## src/rtl/alu_pkg.sv

```systemverilog
// rtl/alu_pkg.sv - shared ALU operation codes, ALUOp classes and issue-stage states
package alu_pkg;

  typedef enum logic [3:0] {
    OP_AND = 4'b0000,
    OP_OR  = 4'b0001,
    OP_ADD = 4'b0010,
    OP_SUB = 4'b0011,
    OP_SLL = 4'b0100,
    OP_SRL = 4'b0101,
    OP_XOR = 4'b0110,
    OP_SRA = 4'b0111,
    OP_BEQ = 4'b1000,
    OP_BNE = 4'b1001,
    OP_BLT = 4'b1010,
    OP_BGE = 4'b1011,
    OP_SLT = 4'b1100,
    OP_LUI = 4'b1111
  } alu_op_t;

  localparam logic [1:0] ALUOP_MEM    = 2'b00;
  localparam logic [1:0] ALUOP_BRANCH = 2'b01;
  localparam logic [1:0] ALUOP_ARITH  = 2'b10;
  localparam logic [1:0] ALUOP_UPPER  = 2'b11;

  typedef enum logic [1:0] {
    ST_EMPTY,
    ST_ONE,
    ST_TWO
  } issue_state_t;

  function automatic logic is_shift(alu_op_t op);
    return (op == OP_SLL) || (op == OP_SRL) || (op == OP_SRA);
  endfunction

endpackage

```

## src/rtl/alu_op_decode.sv

```systemverilog
// rtl/alu_op_decode.sv - ALUOp/Funct3/Funct7 to 4-bit ALU operation code
module alu_op_decode
  import alu_pkg::*;
(
  input  logic [1:0] alu_op_i,
  input  logic [2:0] funct3_i,
  input  logic [6:0] funct7_i,
  input  logic       alu_src_i,
  output alu_op_t    op_o
);

  logic unused_funct7;
  assign unused_funct7 = ^{funct7_i[6], funct7_i[4:0]};

  always_comb begin
    op_o = OP_ADD;
    case (alu_op_i)
      ALUOP_MEM:   op_o = OP_ADD;
      ALUOP_UPPER: op_o = OP_LUI;
      ALUOP_BRANCH: begin
        case (funct3_i)
          3'b000:          op_o = OP_BEQ;
          3'b001:          op_o = OP_BNE;
          3'b100, 3'b110:  op_o = OP_BLT;
          3'b101, 3'b111:  op_o = OP_BGE;
          default:         op_o = OP_AND;
        endcase
      end
      default: begin
        case (funct3_i)
          // I-type immediates can carry bit 30 set, so SUB needs the register form
          3'b000:  op_o = (funct7_i[5] && !alu_src_i) ? OP_SUB : OP_ADD;
          3'b001:  op_o = OP_SLL;
          3'b010,
          3'b011:  op_o = OP_SLT;
          3'b100:  op_o = OP_XOR;
          3'b101:  op_o = funct7_i[5] ? OP_SRA : OP_SRL;
          3'b110:  op_o = OP_OR;
          default: op_o = OP_AND;
        endcase
      end
    endcase
  end

endmodule

```

## src/rtl/alu_issue_stage.sv

```systemverilog
// rtl/alu_issue_stage.sv - registered ALU issue stage with two-entry skid buffer
module alu_issue_stage
  import alu_pkg::*;
#(
  parameter int DATA_WIDTH    = 32,
  parameter int OPCODE_LENGTH = 4
) (
  input  logic                     clk,
  input  logic                     reset,
  input  logic                     valid_in,
  output logic                     ready_out,
  input  logic [1:0]               ALUOp,
  input  logic [2:0]               Funct3,
  input  logic [6:0]               Funct7,
  input  logic                     ALUSrc,
  input  logic [DATA_WIDTH-1:0]    RD1,
  input  logic [DATA_WIDTH-1:0]    RD2,
  input  logic [DATA_WIDTH-1:0]    Imm,
  input  logic                     flush,
  output logic                     valid_out,
  input  logic                     ready_in,
  output logic [DATA_WIDTH-1:0]    SrcA,
  output logic [DATA_WIDTH-1:0]    SrcB,
  output logic [OPCODE_LENGTH-1:0] Operation
);

  alu_op_t               in_op;
  logic [DATA_WIDTH-1:0] in_b_raw;
  logic [DATA_WIDTH-1:0] in_b;

  alu_op_decode u_decode (
    .alu_op_i  (ALUOp),
    .funct3_i  (Funct3),
    .funct7_i  (Funct7),
    .alu_src_i (ALUSrc),
    .op_o      (in_op)
  );

  assign in_b_raw = ALUSrc ? Imm : RD2;
  // shamt only: drops the funct7 bits SRAI carries in its immediate
  assign in_b = is_shift(in_op) ? {{(DATA_WIDTH-5){1'b0}}, in_b_raw[4:0]} : in_b_raw;

  issue_state_t          state_q, state_d;
  logic                  ready_q;
  logic [DATA_WIDTH-1:0] main_a_q, main_b_q, skid_a_q, skid_b_q;
  alu_op_t               main_op_q, skid_op_q;
  logic                  accept, consume;
  logic                  load_main_in, load_main_skid, load_skid;

  assign accept  = valid_in & ready_q;
  assign consume = (state_q != ST_EMPTY) & ready_in;

  always_comb begin
    state_d        = state_q;
    load_main_in   = 1'b0;
    load_main_skid = 1'b0;
    load_skid      = 1'b0;
    if (flush) begin
      state_d = ST_EMPTY;
    end else begin
      case (state_q)
        ST_EMPTY: begin
          if (accept) begin
            state_d      = ST_ONE;
            load_main_in = 1'b1;
          end
        end
        ST_ONE: begin
          if (accept && consume) begin
            load_main_in = 1'b1;
          end else if (accept) begin
            state_d   = ST_TWO;
            load_skid = 1'b1;
          end else if (consume) begin
            state_d = ST_EMPTY;
          end
        end
        ST_TWO: begin
          if (consume) begin
            state_d        = ST_ONE;
            load_main_skid = 1'b1;
          end
        end
        default: state_d = ST_EMPTY;
      endcase
    end
  end

  always_ff @(posedge clk or posedge reset) begin
    if (reset) begin
      state_q <= ST_EMPTY;
      ready_q <= 1'b1;
    end else begin
      state_q <= state_d;
      ready_q <= (state_d != ST_TWO);
    end
  end

  always_ff @(posedge clk or posedge reset) begin
    if (reset) begin
      main_a_q  <= '0;
      main_b_q  <= '0;
      main_op_q <= OP_AND;
      skid_a_q  <= '0;
      skid_b_q  <= '0;
      skid_op_q <= OP_AND;
    end else begin
      if (load_main_in) begin
        main_a_q  <= RD1;
        main_b_q  <= in_b;
        main_op_q <= in_op;
      end else if (load_main_skid) begin
        main_a_q  <= skid_a_q;
        main_b_q  <= skid_b_q;
        main_op_q <= skid_op_q;
      end
      if (load_skid) begin
        skid_a_q  <= RD1;
        skid_b_q  <= in_b;
        skid_op_q <= in_op;
      end
    end
  end

  assign ready_out = ready_q;
  assign valid_out = (state_q != ST_EMPTY);
  assign SrcA      = main_a_q;
  assign SrcB      = main_b_q;
  assign Operation = OPCODE_LENGTH'(main_op_q);

endmodule

```

## config.mk

```make
export PLATFORM = sky130hd
export DESIGN_NAME = alu_issue_stage
export DESIGN_NICKNAME = d
export VERILOG_FILES = /design/src/rtl/alu_pkg.sv /design/src/rtl/alu_op_decode.sv /design/src/rtl/alu_issue_stage.sv
export SDC_FILE = /design/constraint.sdc
export NUM_CORES = 1
export LEC_CHECK = 0
export ABC_AREA = 1
export CORE_MARGIN = 1
export CORE_UTILIZATION = 45
export CTS_CLUSTER_SIZE = 28
export DETAILED_ROUTE_END_ITERATION = 7
export PLACE_DENSITY = 0.76
export SKIP_CTS_REPAIR_TIMING = 1
export SLEW_MARGIN = 20
export SYNTH_ARGS = -nofsm -noshare
export SYNTH_HDL_FRONTEND = slang
export SYNTH_SLANG_ARGS = --single-unit
```

## constraint.sdc

```tcl
create_clock -name clk -period 5.53 [get_ports clk]
set_input_delay 1.106 -clock clk [delete_from_list [all_inputs] [get_ports clk]]
set_output_delay 1.106 -clock clk [all_outputs]
set_load 0.01 [all_outputs]
```

==> impl_metrics.ini, run 1 <==
[outcome]
run_status = finished, final reports clean

[timing]
fin_tns_setup_ps = 0
timing.slew.headroom = 0.356
timing.final.crit_share = 0.578
whs_ps = 485
worst_pin_slew_ps = 964
hold_viol_final = 0
layout_setup_ws_ps = 2340
max_freq_mhz = 313
rsz0062_at_grt = false
final-setup-viol-count = 0
finClkSkew_ps = 5.37
period_needed_ps = 3190
finalMaxSlewViolations = 0

[global_route]
grt_max_degree = 85
grt_overflow = 0
grt_pass1_wl_microns = 24900
antenna_found_initial = 0
grt_usage = 0.216
first_global_vias = 5046

[die]
die-area_sq_um = 14700
initial_utilization = 0.462
ios = 184
floorplan.rows = 43
die_h_microns = 121
die_w_microns = 121
core_sq_um = 13900

[worst_setup_path]
worst-path-buf-inv = 4
cp_max_fo = 84
crit_chain = clkdlybuf4s50_1 > inv_1 > nand4_4 > buf_4 > buf_4 > nor2_1 > a211oi_1 > a21oi_1
required_ps = 5810
crit_slowest_cell = buf_4
slowest_delay_ps = 720
cpLargestDelayFamily = buffers and inverters
cp.arrival_ps = 3470
cp-start-kind = input port
cpMostUsedCell = buf_4
endpoint_kind = register
path_class = in2reg

[cells_and_area]
layout-drive-gt1-share = 0.0938
finalNonFillerCells = 1054
nNetsFinal = 978
diodes = 0
area_growth_pct = 37.4
n_fill_cell = 1217

[yosys]
syn_avg_cell_area_sq_um = 9.05
synthArstFlopShare = 1.00
synth-edff-count = 0
yosysTopAreaCellShare = 0.538
synthTopCellsByCount = 150 x nand2_1, 138 x dfrtp_1, 76 x inv_1, 46 x nand3_1, 44 x o21ai_0
synth_top_area_cell = dfrtp_1
syn_inst = 709
syn-num-nets = 823
synth.most_common_cell = nand2_1
synth_warnings = 0
synthFlopType = dfrtp_1
yosysSeqAreaShare = 0.542
yosysUniqueCellTypes = 27
synth.cell_area_sq_um = 6420
synth.area.top_cells = dfrtp_1 54%, nand2_1 8.8%, mux2_2 5.6%, o211ai_1 4.7%, inv_1 4.4%
ys_ff_latch = 139

[placement]
post-place-cells = 1025
portBuffers = 177
dp_slack_ps = 1940
gp_congestion = 0.802
hpwl_microns = 9810

[cts]
cts_num_sinks = 139
clock-root-buffer = clkbuf_16
clock_latency_ps = 410
clkTransAtPathRegs_ps = 60
htreeDepth = 4
numCtsBuffers = 17
cts_tree = done
cts_max_path_buffers = 2

[run]
maxCapViolations = 0

[detailed_routing]
drt_iter0_drc = 306
routed-via-count = 5346
dr.pass1.iters = 5
drc = 0
wire_per_inst_microns = 14.3
final_antenna_net_count = 0
wl_microns = 15100
vias_per_cell = 5.07

[power_and_ir_drop]
leakage_nw = 3.84
finalPower_mw = 3.45
ir_worst_vdd_mv = 0.225
powerDensity_nw_per_um2 = 391

[worst_hold_path]
hold_class = reg2reg
==> cell families after synthesis <==
group | after synthesis | synth area share
buffers and inverters | 128 | 0.0866
multiplexers | 32 | 0.0562
AND/OR/NAND/NOR | 235 | 0.150
AO/OA/AOI/OAI | 175 | 0.165
flip-flops | 139 | 0.542
==> area by class of cell <==
cell class              instances  area (sq um)  share of cell area
clock buffers                  22           494              0.0561
clock inverters                 7          90.1              0.0102
inverters                      80           305              0.0346
multi-input cells             442          2400               0.272
flip-flops and latches        139          3480               0.395
well taps                     180           225              0.0256
repair buffers                184          1820               0.206
==> power by group <==
| group | total [mW] | switching, mW | internal, mW | leakage (nW) |
|---|---|---|---|---|
| registers | 1.44 | 0.129 | 1.31 | 1.69 |
| logic | 0.884 | 0.415 | 0.469 | 1.87 |
| clock network | 1.12 | 0.408 | 0.713 | 0.286 |
==> worst paths after layout <==
path / startpoint / to / slack (ps) / depth (start not counted)
setup / recovery: flush / SrcB[30] / 2340 / 8
hold / removal: skid_b_q[28] / skid_b_q[28] / 480 / 2
setup reg to reg: state_q[0] / SrcB[30] / 3160 / 7
hold reg to reg: skid_b_q[28] / skid_b_q[28] / 480 / 2
max in group asynchronous: reset / SrcB[1] / 3430 / 3
min in group asynchronous: reset / SrcB[14] / 1110 / 2
==> metal layers <==
metal | vias up | GRT usage | wire length, microns
li1 | 2675 | - | -
met1 | 2522 | 0.276 | 6620
met2 | 126 | 0.355 | 7570
met3 | 23 | 0.0442 | 598
met4 | 0 | 0.0895 | 320
met5 | - | 0 | 0
==> cell usage in the layout, fill, tap and decap left out, types with 2 or more instances in the layout <==
cell type	netlist	routed
clkdlybuf4s50_1	0	176
nand2_1	150	150
dfrtp_1	138	138
inv_1	76	75
nand3_1	46	45
o21ai_0	44	44
o211ai_1	40	40
nor2_1	34	34
mux2_2	32	32
a21oi_1	32	32
a211oi_1	28	28
o21ai_1	27	27
clkbuf_16	0	17
buf_4	2	7
clkbuf_8	0	5
inv_2	4	4
clkinv_2	0	3
nor2_4	1	2
clkinvlp_4	0	2
bufinv_16	0	2
==> worst min-delay path: cells and delay by family, from the launching register on <==
kind,cells,cell delay [ps]
AO/OA/AOI/OAI,1,60
AND/OR/NAND/NOR,1,50
flip-flops,1,340
==> flip-flops by register name, summed over array words and instances (netlist names) <==
| signal | cells |
|---|---|
| ready_out | 1 |
| skid_a_q | 32 |
| SrcB | 32 |
| Operation | 4 |
| state_q | 2 |
| skid_op_q | 4 |
| skid_b_q | 32 |
| SrcA | 32 |
==> through the flow <==
step	cell area, sq um	utilization
floorplan	6420	-
global placement	8230	0.593
detailed placement	8230	0.593
CTS	8810	0.635
global route	8810	0.635
finish	8810	0.635
Power figures use the tool's default switching activity.
==> inputs of run 2 (changes only) <==
==> constraint.sdc (replaced) <==
create_clock -name clk -period 3 [get_ports clk]
set_input_delay 0.6 -clock clk [delete_from_list [all_inputs] [get_ports clk]]
set_output_delay 0.6 -clock clk [all_outputs]
set_load 0.01 [all_outputs]
==> impl_metrics.ini, run 2 (same netlist as run 1, synthesis figures left out) <==
[worst_setup_path]
r2r_cells = 9
cp.arrival_ps = 1590
required_ps = 2400
cp_max_fo = 5
endpoint_kind = output port
r2r_end = Operation[2]
cp-start-kind = register
r2r_slack_ps = 1170
reg2reg_from = ready_out
path_class = reg2out

[cts]
cts_max_path_buffers = 2
clkTransAtPathRegs_ps = 60
clock_latency_ps = 430
numCtsBuffers = 17
cts_num_sinks = 139
clock-root-buffer = clkbuf_16
cts_tree = done
htreeDepth = 4

[power_and_ir_drop]
seqPwrFrac = 0.399
switching_share = 0.271
powerDensity_nw_per_um2 = 739
power_frac_comb = 0.248
clkPwrFrac = 0.353
finalPower_mw = 6.67
p_sw_mw = 1.81
leakage_nw = 3.95
ir_worst_vdd_mv = 0.502
p_int_mw = 4.87

[global_route]
grt_pass1_wl_microns = 26000
grt_usage = 0.229
first_global_vias = 5296
grt_overflow = 0
grt_max_degree = 84
antenna_found_initial = 1

[die]
die-area_sq_um = 14700
die_w_microns = 121
ios = 184
die_h_microns = 121
initial_utilization = 0.462
core_sq_um = 13900
floorplan.rows = 43

[placement]
portBuffers = 177
hpwl_microns = 10400
placed_cell_area_sq_um = 8370
gp_congestion = 0.843
post-place-cells = 1032
dp_slack_ps = 556

[cells_and_area]
area_growth_pct = 40.7
finalNonFillerCells = 1064
final_cell_mix = 176 x clkdlybuf4s50_1, 150 x nand2_1, 138 x dfrtp_1
final_core_util = 0.651
final_area_sq_um = 9030
nNetsFinal = 985
layout-drive-gt1-share = 0.104
mostFrequentLayoutCell = clkdlybuf4s50_1
diodes = 0

[detailed_routing]
dr.pass1.iters = 7
wire_per_inst_microns = 14.7
wl_microns = 15600
routed-via-count = 5401
drt_iter0_drc = 314
vias_per_cell = 5.08
final_antenna_net_count = 0
drc = 0

[run]
maxCapViolations = 0

[worst_hold_path]
hold_class = in2async

[timing]
timing.slew.headroom = 0.699
worst_pin_slew_ps = 452
whs_ps = 432
layout_setup_ws_ps = 808
hold_viol_final = 0
timing.final.crit_share = 0.731
fin_tns_setup_ps = 0
rsz0062_at_grt = false
final-setup-viol-count = 0
max_freq_mhz = 456
finalMaxSlewViolations = 0
finClkSkew_ps = 6.72
period_needed_ps = 2190

[outcome]
run_status = finished, final reports clean
## run 2: cell count changes in the layout (fill, tap and decap cells not counted), sizes merged
cell	change
bufinv	+4
clkbuf	-4
buf	+7
inv	-1
clkinv	+5
clkinvlp	-1
## run 2: power groups by stage
| stage | sequential, mW | combinational (mW) | clock, mW |
|---|---|---|---|
| 2_1_floorplan | 2.76 | 0.736 | 0 |
| 3_3_place_gp | 2.66 | 1.63 | 0 |
| 3_5_place_dp | 2.69 | 1.66 | 0 |
| 4_1_cts | 2.66 | 1.68 | 2.39 |
| 5_1_grt | 2.73 | 1.85 | 2.47 |
| 6_report | 2.66 | 1.66 | 2.35 |
## run 2: final cells by class
type | instances | area, sq um
clock buffers | 18 | 439
clock inverters | 14 | 224
fillers | 1178 | 4850
inverters | 80 | 304
multi-input cells | 442 | 2400
flip-flops and latches | 139 | 3480
well taps | 180 | 225
repair buffers | 191 | 1960
## run 2: how the worst max path moves through the flow
stage | to | slack (ps) | start
after CTS | valid_out | 800 | state_q[0]
after global routing | valid_out | 730 | state_q[0]
after floorplan | Operation[0] | 670 | reset
after detailed placement | skid_b_q[29] | 560 | Funct3[2]
final | valid_out | 810 | state_q[0]
after global placement | Operation[3] | 580 | ready_in
## run 2: per-layer routing
layer	part of all wire	GRT usage
met5	0	0
met1	0.44	0.289
met3	0.050	0.0616
met4	0.014	0.0764
met2	0.50	0.379
## run 2: worst max-delay path: stages, from the launching register on
cell             delay (ps)
dfrtp_1                 440
inv_2                    90
nand2_1                 110
clkdlybuf4s50_1         540
==> variant: new RTL, settings of run 2 <==
Set the parameter `OPCODE_LENGTH` to 2 (it was 4).
--- a/src/rtl/alu_issue_stage.sv
+++ b/src/rtl/alu_issue_stage.sv
@@ -3,7 +3,7 @@
   import alu_pkg::*;
 #(
   parameter int DATA_WIDTH    = 32,
-  parameter int OPCODE_LENGTH = 4
+  parameter int OPCODE_LENGTH = 2
 ) (
   input  logic                     clk,
   input  logic                     reset,
Ports: changed (resized Operation); port bits go from 184 to 182. The function was not compared with the original's and may differ.
==> variant against run 2 <==
  * Routed wire length decreased by 4.6%
  * Register-to-register slack lost 80 ps
  * Total power down 3.5%
  * Sequential cell count fell by 4
  * Synthesized cell count grew 0.71%
  * Synthesized area decreased by 2.8%
  * Sequential power down 3%
  * Non-clock buffer count shrank 8
  * Count of clock-buffer cells in the layout grew 5
  * Worst hold slack improved by 57 ps
  * Combinational power down 2%
  * Final area fell by 3.6%
  * Setup slack lost 6.2 ps
  * Maximum frequency shrank 0.28%
  * Largest power group unchanged
  * Highest routed layer unchanged
==> variant: results (changes against run 2) <==
| Metric | Value |
|---|---|
| DP Area | `8069 sq um (was 8369 sq um)` |
| M2 GR Usage | `35.30% (was 37.86%)` |
| Setup crit start | `state_q[1]$_DFF_PP0_ (was state_q[0]$_DFF_PP0_)` |
| Worst Hold Slack | `488.5 ps (was 431.8 ps)` |
| Static Leak | `3.924 nW (was 3.948 nW)` |
| End-of-flow core utilization | `65.00% (was 65.07%)` |
| Clk_skew | `4.749 ps (was 6.719 ps)` |
| Share of the yosys chip area belonging to registers | `54.16% (was 54.22%)` |
| Synth area leaders | `dfrtp_1 54%, nand2_1 10%, mux2_2 5.8%, o21ai_0 4.9%, inv_1 4.7% (was dfrtp_1 54%, nand2_1 8.8%, mux2_2 5.6%, o211ai_1 4.7%, inv_1 4.4%)` |
| CTS Buf Count | `17 (unchanged)` |
| Initial antenna violation count | `0 (was 1)` |
| Worst-Skew Late Latency | `410 ps (was 430 ps)` |
| GRT Util Overall | `22.10% (was 22.90%)` |
| Synth Area in Adders | `0% (unchanged)` |
| Post-synth top cells | `166 x nand2_1, 134 x dfrtp_1, 78 x inv_1 (was 150 x nand2_1, 138 x dfrtp_1, 76 x inv_1)` |
| Critical path's largest stage delay | `470 ps (was 540 ps)` |
| Reg2reg setup slack | `1090 ps (was 1170 ps)` |
| Detailed Routing Iterations Pass 1 | `4 (was 7)` |
| DRT iter0 DRCs | `419 (was 314)` |
| Vias in the first global route | `4,976 (was 5,296)` |
| Gpl congestion | `0.7906 (was 0.8425)` |
| Wire length on met3 | `553 um (was 786 um)` |
| Number of nets in the layout | `982 (was 985)` |
| Max layer used | `met4 (unchanged)` |
| Outcome | `complete, no violations (unchanged)` |
| Wire length on met2 | `7401 um (was 7820 um)` |
| Worst hold path class | `reg -> reg (was in -> async)` |
| I/O Buffers | `175 (was 177)` |
| RR Endpoint | `skid_a_q[0]$_DFFE_PP0P_ (was Operation[2]$_DFFE_PP0P_)` |
| HPWL Detailed | `9329 um (was 10,360 um)` |
| First-pass GRT wire length | `24,830 um (was 25,970 um)` |
| Mux contribution to synthesized area | `5.775% (was 5.615%)` |
| Share of layout cells above drive strength 1 | `9.205% (was 10.41%)` |
| Final wirelength | `14,900 um (was 15,610 um)` |
| Global routing usage on met3 | `4.135% (was 6.156%)` |
| Library cells used by synthesis | `25 (was 27)` |
| Syn nets | `828 (was 823)` |
| Met1 WL | `6684 um (was 6791 um)` |
| Largest net degree at the start of global routing | `136 (was 84)` |
| Synth Area in Compound Gates | `15.16% (was 16.51%)` |
| Grt met1 use | `29.84% (was 28.91%)` |
| Via Count | `5,228 (was 5,401)` |
| Worst vdd ir | `378.7 uV (was 502.5 uV)` |
| Slew Limit Headroom | `43.48% (was 69.90%)` |
| Hold worst-path end | `skid_b_q[17]$_DFFE_PP0P_` |
-- variant: kinds of logic after synthesis --
logic type / after synthesis
muxes: 32
buffers and inverters: 131
and+or+nand+nor: 249
DFF: 135
AOI/OAI and AO/OA: 167
-- variant: worst max-delay path, delay by kind of cell (launching register included) --
kind	cells	cell delay, ps
and+or+nand+nor	1	240
buffers and inverters	2	530
DFF	1	420
-- variant: through the flow --
step	setup slack [ps]	total power, mW	instances
after floorplan	721.7	3.424	714
after global placement	499.7	4.178	1025
after detailed placement	459.7	4.231	1025
after CTS	796.6	6.494	1056
after global routing	661.2	6.807	1056
final	802.1	6.436	1056
-- variant: final cells by class --
cell class                 instances  area [sq um]
clock inverter                     8         142.6
inverter                          83         315.3
multi-input combinational        448          2317
clock buffer                      23         498.0
timing repair buffer             183          1837
sequential                       135          3379
tap                              176         220.2
fill                            1107          4691
-- variant: report_power, final --
part,internal [mW],switching (mW),leakage [nW]
sequential,2.34,0.234,1.63
combinational,0.860,0.761,1.97
clock,1.49,0.743,0.315
